## config.mk

```make
export PLATFORM = sky130hd
export DESIGN_NAME = serial_digit_adder
export DESIGN_NICKNAME = d
export VERILOG_FILES = /design/src/rtl/serial_digit_adder_pkg.sv /design/src/rtl/full_adder.sv /design/src/rtl/serial_digit_adder.sv
export SDC_FILE = /design/constraint.sdc
export NUM_CORES = 1
export LEC_CHECK = 0
export BUFFER_PORTS_ARGS = -buffer_cell sky130_fd_sc_hd__buf_2
export CAP_MARGIN = 5
export CORE_MARGIN = 4
export CORE_UTILIZATION = 59
export CTS_CLUSTER_DIAMETER = 60
export DETAILED_ROUTE_END_ITERATION = 8
export PLACE_DENSITY = 0.84
export SKIP_LAST_GASP = 1
export SLEW_MARGIN = 20
export SYNTH_ARGS = -nofsm -noshare
export SYNTH_HDL_FRONTEND = slang
export SYNTH_SLANG_ARGS = --single-unit
```

## constraint.sdc

```tcl
create_clock -name i_clk -period 2.7 [get_ports i_clk]
set_input_delay 0.54 -clock i_clk [delete_from_list [all_inputs] [get_ports i_clk]]
set_output_delay 0.54 -clock i_clk [all_outputs]
set_load 0.02 [all_outputs]
```

## src/rtl/serial_digit_adder_pkg.sv

```systemverilog
// Shared types and constants for the digit-serial adder controller.
// The controller feeds the 2-bit full_adder slice one DIGIT_BITS digit per clock.
package serial_digit_adder_pkg;

    localparam int DIGIT_BITS = 2;

    typedef enum logic [1:0] {
        IDLE = 2'd0,
        RUN  = 2'd1,
        DONE = 2'd2
    } state_t;

endpackage

```

## src/rtl/full_adder.sv

```systemverilog
// 2-bit adder slice: {o_carry, o_sum1, o_sum0} = {bitA1,bitA0} + {bitB1,bitB0} + carry.
module full_adder (
    input  logic bitA0,
    input  logic bitA1,
    input  logic bitB0,
    input  logic bitB1,
    input  logic carry,
    output logic o_sum0,
    output logic o_sum1,
    output logic o_carry
);

    logic [2:0] total;

    assign total = {1'b0, bitA1, bitA0} + {1'b0, bitB1, bitB0} + {2'b00, carry};
    assign {o_carry, o_sum1, o_sum0} = total;

endmodule

```

## src/rtl/serial_digit_adder.sv

```systemverilog
// Digit-serial WIDTH-bit adder: walks the operands LSB digit first through one
// 2-bit full_adder slice, carrying between digits in c_reg.
module serial_digit_adder
    import serial_digit_adder_pkg::*;
#(
    parameter int WIDTH = 8
) (
    input  logic             i_clk,
    input  logic             i_rst_n,
    input  logic             i_start,
    input  logic [WIDTH-1:0] i_a,
    input  logic [WIDTH-1:0] i_b,
    input  logic             i_carry,
    output logic             o_busy,
    output logic             o_done,
    output logic [WIDTH-1:0] o_sum,
    output logic             o_carry
);

    localparam int N     = WIDTH / DIGIT_BITS;
    localparam int CNT_W = $clog2(N) + 1;

    if (((WIDTH % DIGIT_BITS) != 0) || (WIDTH < DIGIT_BITS)) begin : g_width_check
        $error("serial_digit_adder: WIDTH must be even and at least 2");
    end

    state_t                  state_reg;
    logic [WIDTH-1:0]        shift_a_reg;
    logic [WIDTH-1:0]        shift_b_reg;
    logic [WIDTH-1:0]        acc_reg;
    logic [WIDTH-1:0]        acc_next;
    logic [WIDTH-1:0]        sum_reg;
    logic [CNT_W-1:0]        cnt_reg;
    logic                    c_reg;
    logic                    carry_reg;
    logic                    busy_reg;
    logic                    done_reg;
    logic [DIGIT_BITS-1:0]   slice_sum;
    logic                    slice_carry;
    logic                    last_digit;

    full_adder u_slice (
        .bitA0   (shift_a_reg[0]),
        .bitA1   (shift_a_reg[1]),
        .bitB0   (shift_b_reg[0]),
        .bitB1   (shift_b_reg[1]),
        .carry   (c_reg),
        .o_sum0  (slice_sum[0]),
        .o_sum1  (slice_sum[1]),
        .o_carry (slice_carry)
    );

    // New digit enters at the top; after N shifts the whole sum sits in acc.
    assign acc_next   = (acc_reg >> DIGIT_BITS)
                      | (WIDTH'(slice_sum) << (WIDTH - DIGIT_BITS));
    assign last_digit = (cnt_reg == CNT_W'(N - 1));

    always_ff @(posedge i_clk or negedge i_rst_n) begin
        if (!i_rst_n) begin
            state_reg   <= IDLE;
            shift_a_reg <= '0;
            shift_b_reg <= '0;
            acc_reg     <= '0;
            sum_reg     <= '0;
            cnt_reg     <= '0;
            c_reg       <= 1'b0;
            carry_reg   <= 1'b0;
            busy_reg    <= 1'b0;
            done_reg    <= 1'b0;
        end else begin
            done_reg <= 1'b0;
            case (state_reg)
                IDLE, DONE: begin
                    if (i_start) begin
                        shift_a_reg <= i_a;
                        shift_b_reg <= i_b;
                        c_reg       <= i_carry;
                        cnt_reg     <= '0;
                        acc_reg     <= '0;
                        busy_reg    <= 1'b1;
                        state_reg   <= RUN;
                    end else begin
                        busy_reg  <= 1'b0;
                        state_reg <= IDLE;
                    end
                end
                RUN: begin
                    shift_a_reg <= shift_a_reg >> DIGIT_BITS;
                    shift_b_reg <= shift_b_reg >> DIGIT_BITS;
                    acc_reg     <= acc_next;
                    c_reg       <= slice_carry;
                    cnt_reg     <= cnt_reg + CNT_W'(1);
                    if (last_digit) begin
                        sum_reg   <= acc_next;
                        carry_reg <= slice_carry;
                        busy_reg  <= 1'b0;
                        done_reg  <= 1'b1;
                        state_reg <= DONE;
                    end
                end
                default: begin
                    busy_reg  <= 1'b0;
                    state_reg <= IDLE;
                end
            endcase
        end
    end

    assign o_busy  = busy_reg;
    assign o_done  = done_reg;
    assign o_sum   = sum_reg;
    assign o_carry = carry_reg;

endmodule

```

==> qor.yml, run 1 <==
outcome:
  status: "finished, final reports clean"
logic_synthesis:
  synth_compound_area_share_pct: 14.98
  syn_inst: 152
  ys_seq_area_share_pct: 55.63
  yosysWarnings: 0
  synth.cell_area_sq_um: 1754
  synth_top_family_by_area: "compound AO/OA/AOI/OAI gates"
  async_flop_share_pct: 100.0
  ys_seq_elements: 39
  synthAdderAreaFrac_pct: 3.709
  avgSynthCellArea_sq_um: 11.54
  dominantRegCellSynth: "dfrtp_1"
  synth_nets: 176
  synth.area.mux_share_pct: 9.344
  synth_edf_count: 0
  synth-xor-area-share_pct: 0
  synthSimpleGateAreaFrac_pct: 11.55
  ys_types: 27
sta:
  fin_crit_ns: 1.804
  max_freq_mhz: 554.2
  slew_viol_final: 0
  fin_crit_sh_pct: 66.83
  rsz0062_at_grt: "no"
  slew_headroom_pct: 45.23
  setup_tns_ns: 0
  fin_skew_ns: 0.01074
  timing.hold.ws_ns: 0.2736
  worst_pin_slew_ns: 0.8215
  hold_violations: 0
  setup_viol: 0
  setup_ws_ns: 0.8955
global_route:
  grt_overflow: 0
  grt_pass1_vias: 1288
  grt.total_usage_pct: 18.03
  grt_max_degree: 40
  antenna_found_initial: 0
  grt_pass1_wl_microns: 5685
critical_path:
  endpoint_kind: "flop"
  critPathArrivalTime_ns: 2.05
  crit_required_ns: 2.95
  reg2reg_from: "state_reg[0]"
  critPathLaunchType: "flop"
  crit_type: "flop to flop"
  crit_fanout: 26
  cp-startpoint: "state_reg[0]"
floorplan:
  core-area_sq_um: 2805
  die_h_microns: 62.53
  ioPinCount: 31
  die-area_sq_um: 3909
  die_w_microns: 62.53
  rows: 19
  initial_core_util_pct: 62.53
layout:
  antenna_cells: 0
  final_common_cell: "dfrtp_1"
  final_nets: 205
  layout-drive-gt1-share_pct: 29.67
  seq_area_sq_um: 975.9
  syn_to_final_growth_pct: 13.69
  multi_input_area_sq_um: 694.4
  nFillCells: 212
  instances_no_fill: 213
  layout_common_cells: "39 x dfrtp_1, 30 x buf_2, 11 x mux2_2"
power_and_ir_drop:
  peakVddDrop_uv: 727.6
  p_leak_nw: 0.9835
  p_per_area_nw_per_um2: 1245
hold_path:
  hp-class: "primary input to async pin"
detailed_routing:
  drc: 0
  ant_nets: 0
  via_per_inst: 5.967
  avgRoutedWirePerCell_microns: 14.92
  first_pass_iters: 6
  drt_iter0_drc: 77
  vias: 1271
  drt-total-wl_microns: 3178
place:
  dpl_worst_slack_ns: 0.8973
  gp_congestion: 0.8637
  io_buffers: 30
  placed_cells: 205
  place_hpwl_microns: 2250
clock_tree:
  cts_max_level: 2
  cts-root-buf: "clkbuf_4"
  clock_latency_ns: 0.35
  cts_tree: "built"
  cts_setup_buffers: 0
  hold_buffers: 0
  cts_made_buffers: 5
  clkTransAtPathRegs_ns: 0.12
  cts.path.max_buffers: 2
  cts_resized: 0
  cts.sinks: 39
job:
  drv_cap: 0
[cell type report]
type,instances,area share (%)
clock inverters,2,1.757
multi-input cells,94,34.82
well taps,31,1.945
clock buffers,6,2.572
repair buffers,32,8.281
flip-flops and latches,39,48.93
inverters,9,1.694
[report_power, final]
| part | internal, W | switching (W) |
|---|---|---|
| registers | 0.000849 | 0.000222 |
| logic | 0.000487 | 0.000514 |
| clock network | 0.000219 | 0.000192 |
[Yosys cell counts, drive strengths merged, types with 4 or more instances]
cell type / n / area [sq um]
o21ai: 9 / 45.04
nor3: 5 / 25.02
a211oi: 4 / 30.03
nor2b: 6 / 37.54
buf: 8 / 42.54
nand2: 7 / 26.28
inv: 9 / 33.78
dfrtp: 39 / 975.9
o22ai: 7 / 43.79
mux2: 11 / 123.9
nor2: 8 / 37.54
nand2b: 6 / 37.54
a21oi: 6 / 30.03
mux2i: 4 / 40.04
a22o: 9 / 78.83
[routing by layer]
metal | vias up | wire, microns | global-route usage [%]
li1 | 596 | - | -
met2 | 44 | 1572 | 29.83
met1 | 628 | 1389 | 22.09
met5 | - | 0 | 0
met3 | 3 | 190 | 6.835
met4 | 0 | 25 | 4.959
[per-stage QoR]
step,utilization [%],cell area [sq um],power (W)
4_1_cts,71.10,1994,0.002500
3_3_place_gp,68.02,1908,0.002038
6_report,71.10,1994,0.002483
5_1_grt,71.10,1994,0.002691
2_1_floorplan,-,1754,0.001829
3_5_place_dp,68.02,1908,0.002091
[logic make-up after synthesis]
group | after synthesis
adder cells (fa/ha/maj) | 4
AO/OA/AOI/OAI | 39
multiplexers | 15
flip-flops | 39
AND/OR/NAND/NOR | 36
buffers and inverters | 19
[path summary, 6_finish.rpt]
check	end	slack [ns]	cells after the start
min in group i_clk	shift_a_reg[6]	0.41	2
hold reg to reg	o_carry	0.49	2
setup / recovery	shift_b_reg[3]	0.90	4
setup reg to reg	shift_b_reg[3]	0.90	4
hold / removal	shift_b_reg[6]	0.27	1
max in group asynchronous	shift_b_reg[4]	1.91	1
[worst max-delay path, stage by stage, from the launching register on]
cell and delay (ns):
dfrtp_1 0.87, nor2b_1 0.26, buf_4 0.20, nor2_4 0.08, a221o_1 0.31
Power figures use the tool's default switching activity.
==> run 2, diff against run 1 <==
--- a/config.mk
+++ b/config.mk
@@ -8,10 +8,10 @@
 export BUFFER_PORTS_ARGS = -buffer_cell sky130_fd_sc_hd__buf_2
 export CAP_MARGIN = 5
 export CORE_MARGIN = 4
-export CORE_UTILIZATION = 59
+export CORE_UTILIZATION = 54
 export CTS_CLUSTER_DIAMETER = 60
 export DETAILED_ROUTE_END_ITERATION = 8
-export PLACE_DENSITY = 0.84
+export PLACE_DENSITY = 0.77
 export SKIP_LAST_GASP = 1
 export SLEW_MARGIN = 20
 export SYNTH_ARGS = -nofsm -noshare
==> constraint.sdc (replaced) <==
create_clock -name i_clk -period 1.8 [get_ports i_clk]
set_input_delay 0.36 -clock i_clk [delete_from_list [all_inputs] [get_ports i_clk]]
set_output_delay 0.36 -clock i_clk [all_outputs]
set_load 0.02 [all_outputs]
==> run 2 against run 1 <==
  * Sequential power is 43% higher
  * Global-route usage is 0.34 points higher
  * Final cell count is 7.5% higher
  * Critical path depth is 1 higher
  * First-iteration DRC count is 19% lower
  * Sequential share of layout area is 0.58 points lower
  * Die area is 8.1% higher
  * Final area is 1.2% higher
  * Non-clock buffer count is 5 higher
==> qor.yml, run 2 (synthesis results as in run 1) <==
outcome:
  status: "finished, final reports clean"
sta:
  setup_ws_ns: 0.04410  # -0.8514 ns
  rsz0062_at_grt: "no"
  slew_viol_final: 0  # unchanged
  setup_viol: 0  # unchanged
  setup_tns_ns: 0  # unchanged
  fin_crit_ns: 1.756  # -0.04860 ns
  worst_pin_slew_ns: 0.4793  # -0.3422 ns
  hold_violations: 0  # unchanged
  slew_headroom_pct: 68.05  # +23 points
  timing.hold.ws_ns: 0.2507  # -0.02284 ns
  max_freq_mhz: 569.5  # +2.8%
  fin_skew_ns: 0.008622  # -0.002118 ns
  fin_crit_sh_pct: 97.55  # +31 points
layout:
  antenna_cells: 0  # unchanged
  syn_to_final_growth_pct: 15.05
  final_nets: 210  # +2.4%
  layout_common_cells: "39 x dfrtp_1, 30 x buf_2, 11 x mux2_2"
  layout-drive-gt1-share_pct: 29.73  # +0.059 points
  final_common_cell: "dfrtp_1"
place:
  dpl_worst_slack_ns: 0.06918  # -0.8281 ns
  gp_congestion: 0.7590  # -12%
  place_hpwl_microns: 2441  # +8.5%
  io_buffers: 30  # unchanged
detailed_routing:
  avgRoutedWirePerCell_microns: 14.48  # -3.0%
  drt-total-wl_microns: 3315  # +4.3%
  via_per_inst: 5.498  # -7.9%
  vias: 1259  # -0.94%
  ant_nets: 0  # unchanged
  drt_iter0_drc: 62  # -19%
  drc: 0  # unchanged
  first_pass_iters: 4  # -2
power_and_ir_drop:
  peakVddDrop_uv: 932.0  # +28%
  total_power_w: 0.003563  # +44%
  p_int_w: 0.002182  # +40%
  p_per_area_nw_per_um2: 1766  # +42%
  p_leak_nw: 0.9879  # +0.44%
  p_clk_share_pct: 10.9  # -5.7 points
  seq_power_share_pct: 43.0  # about the same
  p_switching_w: 0.001381  # +49%
  switching_share_pct: 38.76  # +1.4 points
  pwr-share-comb_pct: 46.1  # +5.8 points
clock_tree:
  cts_tree: "built"
  cts-root-buf: "clkbuf_4"
  clock_latency_ns: 0.33  # -0.02 ns
  clkTransAtPathRegs_ns: 0.10  # -0.02 ns
  cts_resized: 0  # unchanged
  cts.path.max_buffers: 2  # unchanged
  cts_made_buffers: 5  # unchanged
  cts.sinks: 39  # unchanged
  cts_max_level: 2  # unchanged
critical_path:
  crit_required_ns: 2.03  # -0.92 ns
  critPathArrivalTime_ns: 1.98  # -0.07 ns
  endpoint_kind: "flop"
  crit_fanout: 2  # -92%
  crit_type: "flop to flop"
  critPathLaunchType: "flop"
global_route:
  grt_overflow: 0  # unchanged
  grt_pass1_wl_microns: 5878  # +3.4%
  grt_pass1_vias: 1264  # -1.9%
  antenna_found_initial: 0  # unchanged
  grt_max_degree: 21  # -48%
  grt.total_usage_pct: 18.37  # +0.34 points
floorplan:
  die_h_microns: 65.00  # +4.0%
  die_w_microns: 65.00  # +4.0%
  rows: 20  # +1
  core-area_sq_um: 3078  # +9.7%
  die-area_sq_um: 4224  # +8.1%
  ioPinCount: 31  # unchanged
  initial_core_util_pct: 56.99  # -5.5 points
hold_path:
  hp-class: "primary input to flop"
job:
  drv_cap: 0  # unchanged
run 2: stage by stage:
stage | cells | utilization [%] | cell area (sq um)
detailed placement | 221 | 63.66 | 1959
CTS | 228 | 65.33 | 2011
global placement | 221 | 63.66 | 1959
finish | 229 | 65.57 | 2018
floorplan | 152 | - | 1754
global route | 229 | 65.57 | 2018
run 2: power by group through the flow:
stage,registers (W),clock network (W),logic (W)
after floorplan,0.00161,0,0.00114
after global placement,0.00153,0,0.00156
after detailed placement,0.00156,0,0.00163
after CTS,0.00154,0.000404,0.00164
after global routing,0.00159,0.000448,0.00184
final,0.00153,0.000389,0.00164
run 2: worst max-delay path, cell delays in order (launching register included):
cell and delay, ns:
dfrtp_1 0.35, inv_1 0.07, fa_1 0.46, fa_1 0.51, o21ai_0 0.08, a22o_1 0.19
run 2: what timing repair did:
action / CTS / global route
hold endpoints to repair: 19 / 0
endpoints found under the setup margin: 0 / 1
buffers inserted: 0 / 1
hold buffers: 1 / 0
run 2: final cells by class:
cell class                      count  area [sq um]
Tap cell                           44         55.05
Multi-Input combinational cell     94         694.4
Fill cell                         245          1060
Inverter                            9         33.78
Sequential cell                    39         975.9
Clock buffer                        6         41.29
Timing Repair Buffer               37         217.7
run 2: worst paths after layout:
check                          from        endpoint  slack, ns  cells past startpoint
setup / recovery              c_reg      acc_reg[7]       0.04                      5
hold / removal               i_b[7]  shift_b_reg[7]       0.25                      2
setup reg to reg              c_reg      acc_reg[7]       0.04                      5
hold reg to reg            o_sum[7]        o_sum[7]       0.49                      2
max in group asynchronous   i_rst_n  shift_b_reg[3]       0.83                      3
min in group asynchronous   i_rst_n          o_busy       0.50                      2
run 2: routing by layer:
layer | GRT usage (%) | wire length, microns | vias to the layer above
met3 | 5.199 | 197 | 9
li1 | - | - | 600
met2 | 29.76 | 1628 | 44
met4 | 7.916 | 70 | 0
met5 | 0 | 0 | -
met1 | 22.89 | 1420 | 606
==> run 3, diff against run 2 <==
--- a/config.mk
+++ b/config.mk
@@ -7,13 +7,16 @@
 export LEC_CHECK = 0
 export BUFFER_PORTS_ARGS = -buffer_cell sky130_fd_sc_hd__buf_2
 export CAP_MARGIN = 5
+export CELL_PAD_IN_SITES_DETAIL_PLACEMENT = 1
+export CELL_PAD_IN_SITES_GLOBAL_PLACEMENT = 1
 export CORE_MARGIN = 4
-export CORE_UTILIZATION = 54
+export CORE_UTILIZATION = 44
 export CTS_CLUSTER_DIAMETER = 60
 export DETAILED_ROUTE_END_ITERATION = 8
-export PLACE_DENSITY = 0.77
+export PLACE_DENSITY_LB_ADDON = 0.1
 export SKIP_LAST_GASP = 1
 export SLEW_MARGIN = 20
 export SYNTH_ARGS = -nofsm -noshare
 export SYNTH_HDL_FRONTEND = slang
+export SYNTH_HIERARCHICAL = 1
 export SYNTH_SLANG_ARGS = --single-unit
==> run 3 against run 2 <==
  * The run now ends with negative setup slack left
  * Sequential cell count is the same
  * Wire length grew 15%
  * Sequential share of layout area shrank 4.1 points
  * Die area grew 25%
  * Clock skew grew 0.0023 ns
  * Via count shrank 0.16%
  * Combinational power grew 20%
  * First-iteration DRC count grew 26%
  * Final cell count grew 5.2%
==> qor.yml, run 3 <==
logic_synthesis:
  synth_common_cells: "39 x dfrtp_1, 12 x a22o_1, 12 x inv_1"
  ys_types: 26  # -3.7%
  synth_largest_area_cell: "dfrtp_1"
  synth.cell_area_sq_um: 1838  # +4.8%
  ys_seq_elements: 39  # unchanged
  synth.most_common_cell: "dfrtp_1"
  yosysTopAreaCellShare_pct: 53.10  # -2.5 points
  avgSynthCellArea_sq_um: 12.09  # +4.8%
  ys_seq_area_share_pct: 53.10  # -2.5 points
  async_flop_share_pct: 100.0  # unchanged
  synth_nets: 176  # unchanged
  dominantRegCellSynth: "dfrtp_1"
  yosysWarnings: 6  # +6
  syn_inst: 152  # unchanged
  ys_top_cells_by_area: "dfrtp_1 53%, mux2_4 6.5%, a22o_1 5.7%, mux2_2 4.9%, mux2i_1 3.8%"
  synth_edf_count: 0  # unchanged
floorplan:
  core-area_sq_um: 4029  # +31%
  die-area_sq_um: 5275  # +25%
  die_w_microns: 72.63  # +12%
  rows: 23  # +15%
  die_h_microns: 72.63  # +12%
  ioPinCount: 31  # unchanged
  initial_core_util_pct: 45.62  # -11 points
clock_tree:
  cts_resized: 0  # unchanged
  cts.sinks: 39  # unchanged
  clkTransAtPathRegs_ns: 0.08  # -0.02 ns
  cts-root-buf: "clkbuf_8"
  hold_buffers: 0  # -1
  cts_made_buffers: 5  # unchanged
  clock_latency_ns: 0.29  # -0.04 ns
  cts_tree: "built"
  cts_max_level: 2  # unchanged
  cts.path.max_buffers: 2  # unchanged
power_and_ir_drop:
  p_int_w: 0.002846  # +30%
  seq_power_share_pct: 35.6  # -7.4 points
  peakVddDrop_uv: 783.5  # -16%
  p_switching_w: 0.001531  # +11%
  p_per_area_nw_per_um2: 1985  # +12%
  p_leak_nw: 1.095  # +11%
  pwr-share-comb_pct: 44.8  # -1.3 points
  p_clk_share_pct: 19.6  # +8.7 points
  switching_share_pct: 34.97  # -3.8 points
global_route:
  grt_pass1_wl_microns: 6865  # +17%
  grt_overflow: 0  # unchanged
  grt_pass1_vias: 1443  # +14%
  grt.total_usage_pct: 17.11  # -1.3 points
  antenna_found_initial: 0  # unchanged
  grt_max_degree: 40  # +90%
layout:
  antenna_cells: 0  # unchanged
  seq_area_sq_um: 975.9  # unchanged
  instances_no_fill: 241  # +5.2%
  syn_to_final_growth_pct: 19.95
  final_common_cell: "dfrtp_1"
  final_nets: 214  # +1.9%
  layout_common_cells: "39 x dfrtp_1, 30 x buf_2, 12 x a22o_1, 12 x buf_4, 11 x inv_1"
  layout-drive-gt1-share_pct: 37.17  # +7.4 points
  multi_input_area_sq_um: 748.2  # +7.7%
  final_util_pct: 54.72  # -11 points
  nFillCells: 459  # +87%
detailed_routing:
  vias: 1257  # -0.16%
  avgRoutedWirePerCell_microns: 15.88  # +9.7%
  drt_iter0_drc: 78  # +26%
  drc: 0  # unchanged
  ant_nets: 0  # unchanged
  via_per_inst: 5.216  # -5.1%
  first_pass_iters: 4  # unchanged
  drt-total-wl_microns: 3828  # +15%
place:
  place_hpwl_microns: 2737  # +12%
  io_buffers: 30  # unchanged
  placed_cells: 232  # +5.0%
  dpl_worst_slack_ns: -0.07960  # -0.1488 ns
  gp_congestion: 0.7583  # about the same
critical_path:
  crit_slowest_cell: "fa_1"
  critPathArrivalTime_ns: 2.05  # +0.07 ns
  reg2reg_from: "shift_a_reg[0]"
  endpoint_kind: "flop"
  crit_fanout: 2  # unchanged
  crit_type: "flop to flop"
  cp_num_buf_inv: 2  # +1
  cp_cell_sequence: "inv_2 > fa_2 > fa_1 > inv_1 > mux2_2 > a22o_1"
  crit_family: "adder cells"
  crit_required_ns: 1.99  # -0.04 ns
  critPathLaunchType: "flop"
  cp-startpoint: "shift_a_reg[0]"
  slowest_delay_ns: 0.49  # -0.02 ns
sta:
  setup_viol: 2  # +2
  fin_crit_ns: 1.865  # +0.1094 ns
  setup_ws_ns: -0.06527  # -0.1094 ns
  hold_violations: 0  # unchanged
  max_freq_mhz: 536.1  # -5.9%
  worst_pin_slew_ns: 0.4984  # +0.01909 ns
  timing.hold.ws_ns: 0.1211  # -0.1296 ns
  setup_tns_ns: -0.07540  # -0.07540 ns
  fin_crit_sh_pct: 103.6  # +6.1 points
  slew_headroom_pct: 66.77  # -1.3 points
  fin_skew_ns: 0.01092  # +0.002296 ns
  rsz0062_at_grt: "yes"
  slew_viol_final: 0  # unchanged
outcome:
  violations: "negative setup slack"
  status: "finished with violations"
hold_path:
  hp-class: "primary input to async pin"
job:
  drv_cap: 0  # unchanged
==> run 3: layout make-up <==
class	instances	area share, %
Timing Repair Buffer	42	10.90
Inverter	12	2.043
Clock inverter	2	2.724
Clock buffer	6	3.292
Tap cell	50	2.838
Multi-Input combinational cell	90	33.94
Sequential cell	39	44.27
==> run 3: per-layer routing <==
layer / track usage, % / part of all wire (%) / vias up / routed length [microns]
met4: 5.533 / 1.5 / 0 / 58
met1: 21.23 / 43 / 614 / 1659
met2: 27.66 / 49 / 29 / 1869
met3: 6.336 / 6.3 / 6 / 241
li1: - / - / 608 / -
met5: 0 / 0 / - / 0
==> run 3: path summary, 6_finish.rpt <==
kind	endpoint	slack [ns]	depth (start not counted)
max in group asynchronous	shift_a_reg[5]	1.33	2
hold / removal	o_sum[2]	0.12	2
setup / recovery	acc_reg[7]	-0.07	6
setup reg to reg	acc_reg[7]	-0.07	6
min in group i_clk	shift_b_reg[7]	0.30	2
hold reg to reg	o_sum[0]	0.51	1
==> run 3: cell families after synthesis <==
kind of cell | after synthesis | share of synthesized area [%]
mux | 23 | 15.25
compound gates | 33 | 12.87
buf+inv | 23 | 6.330
fa+ha+maj | 4 | 3.540
flops | 39 | 53.10
xor+xnor | 1 | 0.4766
simple gates | 29 | 8.441
==> run 3: worst register-to-register path, cell delays in order (launching register included) <==
cell     delay (ns)
dfrtp_1        0.37
inv_2          0.05
fa_2           0.38
fa_1           0.49
inv_1          0.05
mux2_2         0.25
a22o_1         0.18
==> run 3: timing repair <==
item,in CTS,in global routing
setup buffers,1,0
endpoints found under the setup margin,2,2
gates cloned,0,0
==> run 3: power by group through the flow <==
stage / sequential [W] / combinational (W) / clock [W]
finish: 0.00156 / 0.00196 / 0.000859
detailed placement: 0.00158 / 0.00196 / 0
CTS: 0.00156 / 0.00200 / 0.000881
floorplan: 0.00161 / 0.00135 / 0
global placement: 0.00155 / 0.00187 / 0
global route: 0.00161 / 0.00219 / 0.000935
==> run 3: metrics by stage <==
step	area, sq um	total power, W
final	2205	0.004376
after global routing	2205	0.004741
after CTS	2205	0.004444
after detailed placement	2064	0.003546
after global placement	2064	0.003421
after floorplan	1841	0.002960
